**config.mk**
```make
export PLATFORM = sky130hd
export DESIGN_NAME = seg7_scan_capture_flat
export DESIGN_NICKNAME = d
export VERILOG_FILES = /design/src/rtl/seg7_pkg.sv /design/src/rtl/seg7_scan_capture_if.sv /design/src/rtl/seg7_pattern_decode.sv /design/src/rtl/seg7_scan_capture.sv /design/src/flat_wrapper.sv
export SDC_FILE = /design/constraint.sdc
export NUM_CORES = 1
export LEC_CHECK = 0
export CORE_MARGIN = 2
export CORE_UTILIZATION = 48
export CTS_BUF_LIST = sky130_fd_sc_hd__clkbuf_4 sky130_fd_sc_hd__clkbuf_8
export CTS_CLUSTER_DIAMETER = 150
export DETAILED_ROUTE_END_ITERATION = 12
export PLACE_DENSITY = 0.78
export SLEW_MARGIN = 20
export SYNTH_ARGS = -nofsm -noshare
export SYNTH_HDL_FRONTEND = slang
export SYNTH_SLANG_ARGS = --single-unit
```
**constraint.sdc**
```tcl
create_clock -name clk -period 2.4 [get_ports clk]
set_input_delay 0.36 -clock clk [delete_from_list [all_inputs] [get_ports clk]]
set_output_delay 0.36 -clock clk [all_outputs]
set_load 0.01 [all_outputs]
```
**src/rtl/seg7_pkg.sv**
```systemverilog
// Shared segment encodings, the BCD blank code and frame FSM states for the
// scanned 7-segment receive path.
package seg7_pkg;

    // Segment vectors are ordered [7:1] = {g, f, e, d, c, b, a}
    localparam logic [7:1] SEG7_0     = 7'b0111111;
    localparam logic [7:1] SEG7_1     = 7'b0000110;
    localparam logic [7:1] SEG7_2     = 7'b1011011;
    localparam logic [7:1] SEG7_3     = 7'b1001111;
    localparam logic [7:1] SEG7_4     = 7'b1100110;
    localparam logic [7:1] SEG7_5     = 7'b1101101;
    localparam logic [7:1] SEG7_6     = 7'b1111101;
    localparam logic [7:1] SEG7_7     = 7'b0000111;
    localparam logic [7:1] SEG7_8     = 7'b1111111;
    localparam logic [7:1] SEG7_9     = 7'b1101111;
    localparam logic [7:1] SEG7_BLANK = 7'b0000000;

    localparam logic [3:0] BCD_BLANK = 4'hF;

    typedef enum logic [1:0] {
        IDLE,
        COLLECT,
        EMIT
    } frame_state_t;

endpackage

```
**src/rtl/seg7_scan_capture_if.sv**
```systemverilog
// Scanned display bus plus the recovered digit/frame results.
interface seg7_scan_capture_if #(
    parameter int NUM_DIGITS = 4
);
    logic [NUM_DIGITS-1:0]   digit_sel;
    logic [7:1]              seven;
    logic                    clear;
    logic [4*NUM_DIGITS-1:0] bcd_digits;
    logic [NUM_DIGITS-1:0]   digit_valid;
    logic [NUM_DIGITS-1:0]   pattern_err;
    logic [4*NUM_DIGITS-1:0] frame_bcd;
    logic                    frame_strobe;

    modport master (
        output digit_sel, seven, clear,
        input  bcd_digits, digit_valid, pattern_err, frame_bcd, frame_strobe
    );

    modport slave (
        input  digit_sel, seven, clear,
        output bcd_digits, digit_valid, pattern_err, frame_bcd, frame_strobe
    );
endinterface

```
**src/rtl/seg7_pattern_decode.sv**
```systemverilog
// Combinational segment-pattern to BCD decoder; blank is legal and maps to 4'hF.
module seg7_pattern_decode
    import seg7_pkg::*;
(
    input  logic [7:1] seven,
    output logic [3:0] bcd,
    output logic       legal
);
    always_comb begin
        legal = 1'b1;
        bcd   = BCD_BLANK;
        case (seven)
            SEG7_0:     bcd = 4'd0;
            SEG7_1:     bcd = 4'd1;
            SEG7_2:     bcd = 4'd2;
            SEG7_3:     bcd = 4'd3;
            SEG7_4:     bcd = 4'd4;
            SEG7_5:     bcd = 4'd5;
            SEG7_6:     bcd = 4'd6;
            SEG7_7:     bcd = 4'd7;
            SEG7_8:     bcd = 4'd8;
            SEG7_9:     bcd = 4'd9;
            SEG7_BLANK: bcd = BCD_BLANK;
            default:    legal = 1'b0;
        endcase
    end
endmodule

```
**src/rtl/seg7_scan_capture.sv**
```systemverilog
// Receive side of a multiplexed 7-segment bus: debounces each dwell, stores BCD per digit
// and publishes a frame once all digits are refreshed. SEG7_SCAN_ACTIVE_LOW_EN inverts inputs.
module seg7_scan_capture
    import seg7_pkg::*;
#(
    parameter int NUM_DIGITS    = 4,
    parameter int STABLE_CYCLES = 3
) (
    input  logic clk,
    input  logic rst_n,
    seg7_scan_capture_if.slave bus
);
    localparam int CW = $clog2(STABLE_CYCLES + 1);
    localparam logic [CW-1:0] CNT_MAX = CW'(STABLE_CYCLES);

    logic [NUM_DIGITS-1:0]   sel_in, sel_reg, sel_prev_reg;
    logic [7:1]              seg_in, seg_reg, seg_prev_reg;
    logic [CW-1:0]           cnt_reg, cnt_next;
    logic                    one_hot, changed, capture;
    logic [3:0]              dec_bcd;
    logic                    dec_legal;
    logic [4*NUM_DIGITS-1:0] bcd_reg, bcd_next, frame_bcd_reg;
    logic [NUM_DIGITS-1:0]   valid_reg, valid_next, err_reg, err_next;
    logic [NUM_DIGITS-1:0]   seen_reg, seen_next, seen_mask;
    logic                    frame_strobe_reg, emit;
    frame_state_t            state_reg, state_next;

`ifdef SEG7_SCAN_ACTIVE_LOW_EN
    assign sel_in = ~bus.digit_sel;
    assign seg_in = ~bus.seven;
`else
    assign sel_in = bus.digit_sel;
    assign seg_in = bus.seven;
`endif

    // Counter tracks how long the registered pair has been stable; capture on arrival at max only
    always_comb begin
        one_hot  = ($countones(sel_reg) == 1);
        changed  = (sel_reg != sel_prev_reg) || (seg_reg != seg_prev_reg);
        cnt_next = cnt_reg;
        if (!one_hot)
            cnt_next = '0;
        else if (changed)
            cnt_next = CW'(1);
        else if (cnt_reg != CNT_MAX)
            cnt_next = cnt_reg + CW'(1);
        capture = one_hot && (cnt_next == CNT_MAX) && (changed || (cnt_reg != CNT_MAX));
    end

    seg7_pattern_decode u_decode (
        .seven (seg_reg),
        .bcd   (dec_bcd),
        .legal (dec_legal)
    );

    for (genvar gi = 0; gi < NUM_DIGITS; gi++) begin : g_digit
        logic hit;
        assign hit = capture && sel_reg[gi];
        // Illegal patterns keep the last good BCD value but flag the digit
        assign bcd_next[4*gi +: 4] = bus.clear ? 4'h0 :
                                     (hit && dec_legal) ? dec_bcd : bcd_reg[4*gi +: 4];
        assign valid_next[gi] = bus.clear ? 1'b0 : (hit ? dec_legal  : valid_reg[gi]);
        assign err_next[gi]   = bus.clear ? 1'b0 : (hit ? ~dec_legal : err_reg[gi]);
    end

    // EMIT starts from an empty mask so a capture in that cycle opens the next frame
    always_comb begin
        state_next = state_reg;
        emit       = 1'b0;
        seen_mask  = ((state_reg == EMIT) ? '0 : seen_reg) | (capture ? sel_reg : '0);
        seen_next  = seen_mask;
        if (bus.clear) begin
            state_next = IDLE;
            seen_next  = '0;
        end else begin
            emit = (state_reg == EMIT);
            if (capture)
                state_next = (&seen_mask) ? EMIT : COLLECT;
            else if (state_reg == EMIT)
                state_next = IDLE;
        end
    end

    always_ff @(posedge clk) begin
        if (!rst_n) begin
            sel_reg          <= '0;
            seg_reg          <= '0;
            sel_prev_reg     <= '0;
            seg_prev_reg     <= '0;
            cnt_reg          <= '0;
            bcd_reg          <= '0;
            valid_reg        <= '0;
            err_reg          <= '0;
            seen_reg         <= '0;
            state_reg        <= IDLE;
            frame_bcd_reg    <= '0;
            frame_strobe_reg <= 1'b0;
        end else begin
            sel_reg          <= sel_in;
            seg_reg          <= seg_in;
            sel_prev_reg     <= sel_reg;
            seg_prev_reg     <= seg_reg;
            cnt_reg          <= cnt_next;
            bcd_reg          <= bcd_next;
            valid_reg        <= valid_next;
            err_reg          <= err_next;
            seen_reg         <= seen_next;
            state_reg        <= state_next;
            frame_strobe_reg <= emit;
            if (emit)
                frame_bcd_reg <= bcd_next;
        end
    end

    assign bus.bcd_digits   = bcd_reg;
    assign bus.digit_valid  = valid_reg;
    assign bus.pattern_err  = err_reg;
    assign bus.frame_bcd    = frame_bcd_reg;
    assign bus.frame_strobe = frame_strobe_reg;
endmodule

```
**src/flat_wrapper.sv**
```systemverilog
// flat-port wrapper written by rule: the top's interface ports become plain ports
module seg7_scan_capture_flat import seg7_pkg::*;
#(
    parameter int NUM_DIGITS    = 4,
    parameter int STABLE_CYCLES = 3
)
  (clk, rst_n, bus_digit_sel, bus_seven, bus_clear, bus_bcd_digits, bus_digit_valid, bus_pattern_err, bus_frame_bcd, bus_frame_strobe);
  seg7_scan_capture_if #(.NUM_DIGITS(NUM_DIGITS)) bus_i ();
  input  logic clk;
  input  logic rst_n;
  input wire logic [$bits(bus_i.digit_sel)-1:0] bus_digit_sel;
  input wire logic [$bits(bus_i.seven)-1:0] bus_seven;
  input wire logic [$bits(bus_i.clear)-1:0] bus_clear;
  output wire logic [$bits(bus_i.bcd_digits)-1:0] bus_bcd_digits;
  output wire logic [$bits(bus_i.digit_valid)-1:0] bus_digit_valid;
  output wire logic [$bits(bus_i.pattern_err)-1:0] bus_pattern_err;
  output wire logic [$bits(bus_i.frame_bcd)-1:0] bus_frame_bcd;
  output wire logic [$bits(bus_i.frame_strobe)-1:0] bus_frame_strobe;
  assign bus_i.digit_sel = bus_digit_sel;
  assign bus_i.seven = bus_seven;
  assign bus_i.clear = bus_clear;
  assign bus_bcd_digits = bus_i.bcd_digits;
  assign bus_digit_valid = bus_i.digit_valid;
  assign bus_pattern_err = bus_i.pattern_err;
  assign bus_frame_bcd = bus_i.frame_bcd;
  assign bus_frame_strobe = bus_i.frame_strobe;
  seg7_scan_capture #(.NUM_DIGITS(NUM_DIGITS), .STABLE_CYCLES(STABLE_CYCLES)) u_core (.clk(clk), .rst_n(rst_n), .bus(bus_i));
endmodule
```
Word-level counts from Yosys, hierarchy flattened

Cells that the tools add are included.

Output and inout bits: 41
Logic and storage cells: 77
Input port bits: 14
Flip-flop bits (word level): 71

Bitwise operators: 3
Multiplexer cells: 19
Equality and inequality tests: 16
Reductions and logical operators: 17
Add/sub/neg operators: 4

Operators by type and width:

| cell                | count |
|---|---|
| $eq 7x7->1 const B  | 7 |
| $mux 4              | 10 |
| $pmux 4 s10         | 1 |
| $add 32x32->32      | 1 |
| $eq 32x2->1 const B | 1 |
| $eq 7x3->1 const B  | 2 |
| $mux 2              | 6 |
| $reduce_or 11->1    | 1 |
| $logic_and 1x1->1   | 10 |
| $eq 7x6->1 const B  | 1 |
| $logic_not 7->1     | 1 |
| $ne 7x7->1          | 1 |
| $add 1x1->2         | 2 |
| $eq 2x2->1 const B  | 2 |
| $ne 4x4->1          | 1 |
| $or 4x4->4          | 1 |
| $reduce_and 4->1    | 1 |
| $add 2x1->2 const B | 1 |
| $logic_or 1x1->1    | 2 |
| $mux 1              | 2 |
| $ne 2x2->1 const B  | 1 |
| $not 1->1           | 2 |
| $reduce_bool 2->1   | 1 |
| $reduce_or 2->1     | 1 |

Depth between registers and ports, before layout

Gate-level depths: netlist (run 1).

Word-level depth: 12
Mapped depth: 10

Modules after synthesis

From an unflattened synthesis (run 1), not the netlist that was laid out.

Cell total of the unflattened synthesis: 306
Area, all modules: 2952.8 um^2

Modules (own cells, without submodules):

| module              | cells an instance | times used | area an instance (um^2) |
|---|---|---|---|
| seg7_scan_capture   | 250               | 1          | 2581.2 |
| seg7_pattern_decode | 56                | 1          | 371.6 |

Worst setup path before layout (run 1)

Ideal clock, no wire load.

Path type: register -> register
From: register u_core.sel_reg[0]
To: register u_core.frame_bcd_reg[2] (netlist: u_core.bus.frame_bcd[2])
Setup time: 125 ps
Cell stages (with the launch flop): 10
Data required time: 2275 ps
Period minus slack after synthesis: 2585 ps
Buffers on the path: 0
Path slack: -185 ps
Arrival time: 2460 ps
Path through: dfxtp_1 > ha_1 > ha_1 > fa_1 > nor2_1 > and4b_1 > nand3_1 > a211oi_4 > mux2i_1 > o21ai_1

Word-level cells in the longest chain between the ends: 11
Elaborated cells on any way between the ends: 15

RTL lines:

| element                                                                  | RTL line                                         | source |
|---|---|---|
| from (decl)                                                              | seg7_scan_capture.sv:16                          | `logic [NUM_DIGITS-1:0] sel_in, sel_reg, sel_prev_reg;` |
| from (signal assigned)                                                   | seg7_scan_capture.sv:99                          | `sel_reg <= sel_in;` |
| $add 1x1->2 (implied by the code) or $ne 4x4->1 (tied branches)          | seg7_scan_capture.sv:38, seg7_scan_capture.sv:39 |  |
| $add 32x32->32 (implied by the code) or $logic_or 1x1->1 (tied branches) | seg7_scan_capture.sv:38, seg7_scan_capture.sv:39 |  |
| $eq 32x2->1 or $mux 2 (tied branches)                                    | seg7_scan_capture.sv:38, seg7_scan_capture.sv:43 |  |
| $mux 2                                                                   | seg7_scan_capture.sv:41                          | `if (!one_hot)` |
| $eq 2x2->1                                                               | seg7_scan_capture.sv:47                          | `capture = one_hot && (cnt_next == CNT_MAX) && (changed \|\| (cnt_reg != CNT_MAX));` |
| $logic_and 1x1->1 (2 in series)                                          | seg7_scan_capture.sv:47                          |  |
| $logic_and 1x1->1 (*)                                                    | seg7_scan_capture.sv:58                          | `assign hit = capture && sel_reg[gi];` |
| $logic_and 1x1->1 (*)                                                    | seg7_scan_capture.sv:61                          | `(hit && dec_legal) ? dec_bcd : bcd_reg[4*gi +: 4];` |
| $mux 4 (*)                                                               | seg7_scan_capture.sv:61                          |  |
| $mux 4 (*)                                                               | seg7_scan_capture.sv:60                          | `assign bcd_next[4*gi +: 4] = bus.clear ? 4'h0 :` |
| to (signal assigned)                                                     | seg7_scan_capture.sv:111                         | `frame_bcd_reg <= bcd_next;` |
| to (decl)                                                                | seg7_scan_capture.sv:22                          | `logic [4*NUM_DIGITS-1:0] bcd_reg, bcd_next, frame_bcd_reg;` |

Every way passes the cells marked *; elsewhere a longest branch is shown, timed or not.
A chain may end at the register's enable or synchronous reset.

Worst setup path after layout (run 1)

From: register u_core.sel_reg[0]
To: register u_core.frame_bcd_reg[15] (netlist: u_core.bus.frame_bcd[15])

Word-level cells in the longest chain between the ends: 11
Elaborated cells on any way between the ends: 15

RTL lines:

| element                                                                  | RTL line |
|---|---|
| $add 1x1->2 (implied by the code) or $ne 4x4->1 (tied branches)          | seg7_scan_capture.sv:38, seg7_scan_capture.sv:39 |
| $add 32x32->32 (implied by the code) or $logic_or 1x1->1 (tied branches) | seg7_scan_capture.sv:38, seg7_scan_capture.sv:39 |
| $eq 32x2->1 or $mux 2 (tied branches)                                    | seg7_scan_capture.sv:38, seg7_scan_capture.sv:43 |
| $mux 2                                                                   | seg7_scan_capture.sv:41 |
| $eq 2x2->1                                                               | seg7_scan_capture.sv:47 |
| $logic_and 1x1->1                                                        | seg7_scan_capture.sv:47 |
| $logic_and 1x1->1 (*)                                                    | seg7_scan_capture.sv:47 |
| $logic_and 1x1->1 (*)                                                    | seg7_scan_capture.sv:58 |
| $logic_and 1x1->1 (*)                                                    | seg7_scan_capture.sv:61 |
| $mux 4 (*)                                                               | seg7_scan_capture.sv:61 |
| $mux 4 (*)                                                               | seg7_scan_capture.sv:60 |

Marked as above.

==> impl_metrics.env, run 1 <==
export IMPL_syn2layout_area_growth_pct=39.5
export IMPL_start_util=0.489
export IMPL_status="complete, but fails checks"
export IMPL_vias=2247
export IMPL_violations="setup timing"
export IMPL_drive_above_1_share=0.227
export IMPL_r2r_start="u_core.sel_reg[0]"
export IMPL_yosysUniqueCellTypes=47
export IMPL_syn_inst=289
export IMPL_clkSlewWorstSetupHoldPaths_ns=0.08
export IMPL_htree_levels=3
export IMPL_ant_nets=0
export IMPL_routed_wl_microns=6420
export IMPL_synth_ff_type="dfxtp_1"
export IMPL_powerDensity_nw_per_um2=592
export IMPL_rr_worst_depth=10
export IMPL_synth_edff_count=0
export IMPL_grt_total_usage=0.205
export IMPL_period_minus_slack_ns=2.60
export IMPL_p_leak_nw=1.38
export IMPL_final_util=0.682
export IMPL_grt_max_degree=31
export IMPL_grt_first_pass_wirelength_microns=10100
export IMPL_synth_area_leader_cell="dfxtp_1"
export IMPL_syn_area_per_cell_sq_um=9.85
export IMPL_diodes=0
export IMPL_first_pass_iters=4
export IMPL_first_iter_violations=69
export IMPL_nFillCells=452
export IMPL_num_nets_final=379
export IMPL_regArea_sq_um=1430
export IMPL_synth_fp_nets=307
export IMPL_port_buffers=54
export IMPL_crit_path_end_kind="flop"
export IMPL_synth_seq_area_share=0.500
export IMPL_multi_input_area_sq_um=1470
export IMPL_finalWeightedCongestion=0.777
export IMPL_yosysMostFrequentCell="dfxtp_1"
export IMPL_hold_buffers=0
export IMPL_max_slew_margin=0.424
export IMPL_hold_start="u_core.bus.frame_bcd[7]"
export IMPL_rrSetupSlack_ns=-0.20
export IMPL_yosys_top_cells_count="dfxtp_1 (71), nand2_1 (30), nor2_1 (26), and2_1 (22), mux2i_1 (17)"
export IMPL_die_area_sq_um=6560
export IMPL_post_drt_wl_per_cell_microns=14.6
export IMPL_root_buffer="clkbuf_8"
export IMPL_fin_crit_sh=1.08
export IMPL_hold_viol_final=0
export IMPL_antenna_found_initial=0
export IMPL_path_common_cell="ha_4"
export IMPL_die_width_microns=81.0
export IMPL_rsz0062_at_grt="yes"
export IMPL_grt_pass1_vias=2106
export IMPL_coreArea_sq_um=5820
export IMPL_dp_slack_ns=-0.233
export IMPL_whs_endpoint="u_core.bus.frame_bcd[7]"
export IMPL_crit_path_start_kind="flop"
export IMPL_hpwl_microns=4250
export IMPL_yosysWarnings=0
export IMPL_whs_path_depth=2
export IMPL_slowest_stage="fa_1"
export IMPL_ys_top_cells_by_area="dfxtp_1 (50%), mux2i_1 (6.0%), and2_1 (4.8%)"
export IMPL_syn_area_sq_um=2850
export IMPL_slew_violations=0
export IMPL_required_ns=2.63
export IMPL_cts_buffers_inserted=9
export IMPL_fmax_mhz=385
export IMPL_synthArstFlopShare=0
export IMPL_io_pins=55
export IMPL_clk_latency_ns=0.35
export IMPL_die_h_microns=81.0
export IMPL_max_cap_violations=0
export IMPL_criticalPathCategory="flop to flop"
export IMPL_peakVddDrop_mv=0.379
export IMPL_fin_ws_ns=-0.196
export IMPL_setup_violations=33
export IMPL_clock_path_buffers=2
export IMPL_rows=28
export IMPL_finClkSkew_ns=0.0137
export IMPL_vias_per_cell=5.10
export IMPL_reg2reg_to="u_core.bus.frame_bcd[15]"
export IMPL_tritoncts="yes"
export IMPL_yosys_area_top_type_share=0.500
export IMPL_ys_ff_latch=71
export IMPL_crit_path_max_fanout=5
export IMPL_drcViolationCount=0
export IMPL_worstMarginPinSlew_ns=0.853
export IMPL_fin_setup_tns_ns=-3.80
export IMPL_cp_slowest_stage_delay_ns=0.46
export IMPL_arrival_ns=2.83
export IMPL_cp_cell_sequence="ha_4 > ha_4 > fa_1 > nor2_2 > and4b_2 > nand3_2 > a211oi_4 > buf_6 > mux2i_2 > o21ai_1"
export IMPL_grt_overflow_total=0
export IMPL_min_path_type="flop to flop"
export IMPL_cts_sinks=71
==> stage by stage <==
step | hold WS (ns) | std cells | power (W) | area, sq um
global route | 0.466 | 441 | 0.00244 | 3970
floorplan | 0.432 | 289 | 0.00135 | 2920
global placement | 0.437 | 422 | 0.00140 | 3590
CTS | 0.457 | 443 | 0.00237 | 3870
finish | 0.453 | 441 | 0.00235 | 3970
detailed placement | 0.443 | 422 | 0.00141 | 3590
==> cells in the final DEF, fill, tap and decap left out, types with 4 or more instances in the layout <==
master,Yosys,layout
buf_4,1,17
inv_1,8,8
clkbuf_8,0,9
nand3_2,0,4
nor2_1,26,25
nor3_1,4,4
a211oi_1,4,4
mux2i_2,0,6
xor2_1,11,11
and2_1,22,22
buf_6,5,6
dfxtp_1,71,67
clkdlybuf4s50_1,0,54
a21oi_1,14,13
nand2_1,30,30
a211oi_4,4,4
mux2i_4,0,8
o21ai_1,16,16
==> critical path: cells and delay by family (launching register included) <==
family | cells | cell delay [ns]
buf+inv | 1 | 0.19
fa+ha+maj | 3 | 0.85
simple gates | 3 | 0.52
compound gates | 2 | 0.31
mux | 1 | 0.27
flops | 1 | 0.35
==> logic make-up (layout without fill, tap and decap cells) <==
kind of cell | after synthesis | count (layout) | share of synthesized area
xor gates and xnor gates | 12 | 12 | 0.0369
and+or+nand+nor | 110 | 110 | 0.207
adders and majority gates | 4 | 4 | 0.0202
DFF | 71 | 71 | 0.500
muxes | 18 | 18 | 0.0638
buffers and inverters | 24 | 101 | 0.0484
AOI/OAI and AO/OA | 50 | 50 | 0.124
==> power by group <==
part / internal [W] / leakage [nW] / switching (W)
Sequential: 0.00120 / 0.579 / 0.0000251
Clock: 0.000490 / 0.101 / 0.000476
Combinational: 0.0000800 / 0.704 / 0.0000816
==> routing by layer <==
layer,GRT usage,routed length [microns],share of wire,vias to the layer above
li1,-,-,-,1123
met1,0.267,2880,0.45,1070
met2,0.320,3200,0.50,44
met3,0.0467,219,0.034,10
met4,0.102,124,0.019,0
met5,0,0,0,-
==> worst max-delay path by stage <==
stage	start	endpoint	slack, ns	cells past startpoint
2_1_floorplan	u_core.sel_reg[0]	u_core.bus.frame_bcd[14]	-0.06	9
5_1_grt	u_core.sel_reg[0]	u_core.bus.frame_bcd[15]	-0.28	10
4_1_cts	u_core.sel_reg[0]	u_core.bus.frame_bcd[5]	-0.12	10
3_5_place_dp	u_core.sel_reg[0]	u_core.bus.frame_bcd[14]	-0.23	9
3_3_place_gp	u_core.sel_reg[0]	u_core.bus.frame_bcd[12]	-0.17	9
6_report	u_core.sel_reg[0]	u_core.bus.frame_bcd[15]	-0.20	10
==> layout make-up <==
cell class | instances | share of cell area
flip-flops and latches | 71 | 0.361
clock buffers | 9 | 0.0312
clock inverters | 7 | 0.0195
multi-input cells | 194 | 0.371
well taps | 75 | 0.0236
inverters | 8 | 0.00757
repair buffers | 77 | 0.185
==> timing repair <==
| action | CTS | global route |
|---|---|---|
| setup buffers | 5 | 2 |
| cloned | 0 | 0 |
| resized for setup | 10 | 20 |
| endpoints found under the setup margin | 36 | 40 |
| pin swaps | 3 | 2 |
No activity file was read; power rests on OpenSTA's default activity.
==> inputs of run 2 (changes only) <==
--- a/config.mk
+++ b/config.mk
@@ -11,6 +11,8 @@
 export CTS_CLUSTER_DIAMETER = 150
 export DETAILED_ROUTE_END_ITERATION = 12
 export PLACE_DENSITY = 0.78
+export RECOVER_POWER = 100
+export SKIP_CTS_REPAIR_TIMING = 1
 export SLEW_MARGIN = 20
 export SYNTH_ARGS = -nofsm -noshare
 export SYNTH_HDL_FRONTEND = slang
==> run 2 against run 1 <==
  * The run still ends with setup timing left
  * Clock power is essentially flat
  * Highest routed layer unchanged
  * Cell count fell by 0.23%
  * Largest cell class unchanged
  * Sequential power about the same
  * Critical path type unchanged
==> impl_metrics.env, run 2 (synthesis gave the netlist of run 1 again) <==
export IMPL_num_nets_final=378
export IMPL_crit_path_start_kind="flop"
export IMPL_p_leak_nw=1.36
export IMPL_post_drt_wl_per_cell_microns=14.4
export IMPL_fmax_mhz=386
export IMPL_grt_max_degree=31
export IMPL_arrival_ns=2.82
export IMPL_required_ns=2.63
export IMPL_grt_pass1_vias=2084
export IMPL_ant_nets=0
export IMPL_r2r_start="u_core.sel_reg[0]"
export IMPL_worstMarginPinSlew_ns=0.766
export IMPL_routed_wl_microns=6330
export IMPL_hold_start="u_core.bus.frame_bcd[7]"
export IMPL_drive_above_1_share=0.216
export IMPL_drcViolationCount=0
export IMPL_max_slew_margin=0.489
export IMPL_root_buffer="clkbuf_8"
export IMPL_start_util=0.489
export IMPL_final_cell_mix="dfxtp_1 (67), clkdlybuf4s50_1 (53), nand2_1 (30)"
export IMPL_setup_violations=39
export IMPL_coreArea_sq_um=5820
export IMPL_criticalPathCategory="flop to flop"
export IMPL_finalPower_w=0.00234
export IMPL_period_minus_slack_ns=2.59
export IMPL_status="complete, but fails checks"
export IMPL_violations="setup timing"
export IMPL_syn2layout_area_growth_pct=38.2
export IMPL_rows=28
export IMPL_grt_first_pass_wirelength_microns=9740
export IMPL_first_iter_violations=69
export IMPL_final_common_cell="dfxtp_1"
export IMPL_fin_worst_hold_slack_ns=0.453
export IMPL_finalWeightedCongestion=0.777
export IMPL_cts_buffers_inserted=9
export IMPL_min_path_type="flop to flop"
export IMPL_cts_sinks=71
export IMPL_fin_setup_tns_ns=-4.23
export IMPL_clkSlewWorstSetupHoldPaths_ns=0.08
export IMPL_hold_viol_final=0
export IMPL_fin_crit_sh=1.08
export IMPL_tritoncts="yes"
export IMPL_grt_overflow_total=0
export IMPL_vias_per_cell=5.11
export IMPL_rsz0062_at_grt="yes"
export IMPL_io_pins=55
export IMPL_die_area_sq_um=6560
export IMPL_hpwl_microns=4250
export IMPL_clk_latency_ns=0.35
export IMPL_powerDensity_nw_per_um2=596
export IMPL_max_cap_violations=0
export IMPL_grt_total_usage=0.199
export IMPL_port_buffers=54
export IMPL_crit_path_end_kind="flop"
export IMPL_startpoint="u_core.sel_reg[0]"
export IMPL_die_h_microns=81.0
export IMPL_antenna_found_initial=0
export IMPL_diodes=0
export IMPL_peakVddDrop_mv=0.401
export IMPL_die_width_microns=81.0
export IMPL_dp_slack_ns=-0.233
export IMPL_htree_levels=3
export IMPL_clock_path_buffers=2
export IMPL_finClkSkew_ns=0.0129
export IMPL_crit_path_max_fanout=5
export IMPL_slew_violations=0
export IMPL_first_pass_iters=4
export IMPL_vias=2249
export IMPL_fin_ws_ns=-0.193
run 2: worst paths after layout:
kind / end / depth (start not counted) / slack [ns]
worst max-delay path: u_core.bus.frame_bcd[15] / 10 / -0.19
worst min-delay path: u_core.bus.frame_bcd[7] / 2 / 0.45
worst max register to register: u_core.bus.frame_bcd[15] / 10 / -0.19
worst min register to register: u_core.bus.frame_bcd[7] / 2 / 0.45
run 2: final cells by class:
type                       instances  area, sq um
clock buffer                       9          124
clock inverter                     7         77.6
fill                             464         1880
inverter                           8         30.0
multi-input combinational        194         1450
sequential                        71         1430
tap                               75         93.8
timing repair buffer              76          724
run 2: routing by layer:
layer / GRT usage / part of all wire
met5: 0 / 0
met4: 0.0966 / 0.018
met1: 0.254 / 0.44
met3: 0.0478 / 0.046
met2: 0.317 / 0.49
run 2: worst max-delay path, stage by stage, from the launching register on:
cell,delay [ns]
dfxtp_4,0.35
ha_4,0.24
ha_4,0.15
fa_1,0.46
nor2_2,0.11
and4b_2,0.33
nand3_2,0.11
a211oi_4,0.18
buf_6,0.18
mux2i_2,0.29
o21ai_1,0.09
run 2: where the power goes:
| part | switching, W | total, W | internal, W |
|---|---|---|---|
| Combinational | 0.0000821 | 0.000161 | 0.0000785 |
| Clock | 0.000473 | 0.000963 | 0.000490 |
| Sequential | 0.0000254 | 0.00122 | 0.00120 |
| Total | 0.000580 | 0.00234 | 0.00176 |
run 2: stage by stage:
step	util	instances	cell area (sq um)
3_5_place_dp	0.618	422	3590
2_1_floorplan	-	289	2920
5_1_grt	0.676	440	3930
3_3_place_gp	0.618	422	3590
6_report	0.676	440	3930
4_1_cts	0.653	438	3790
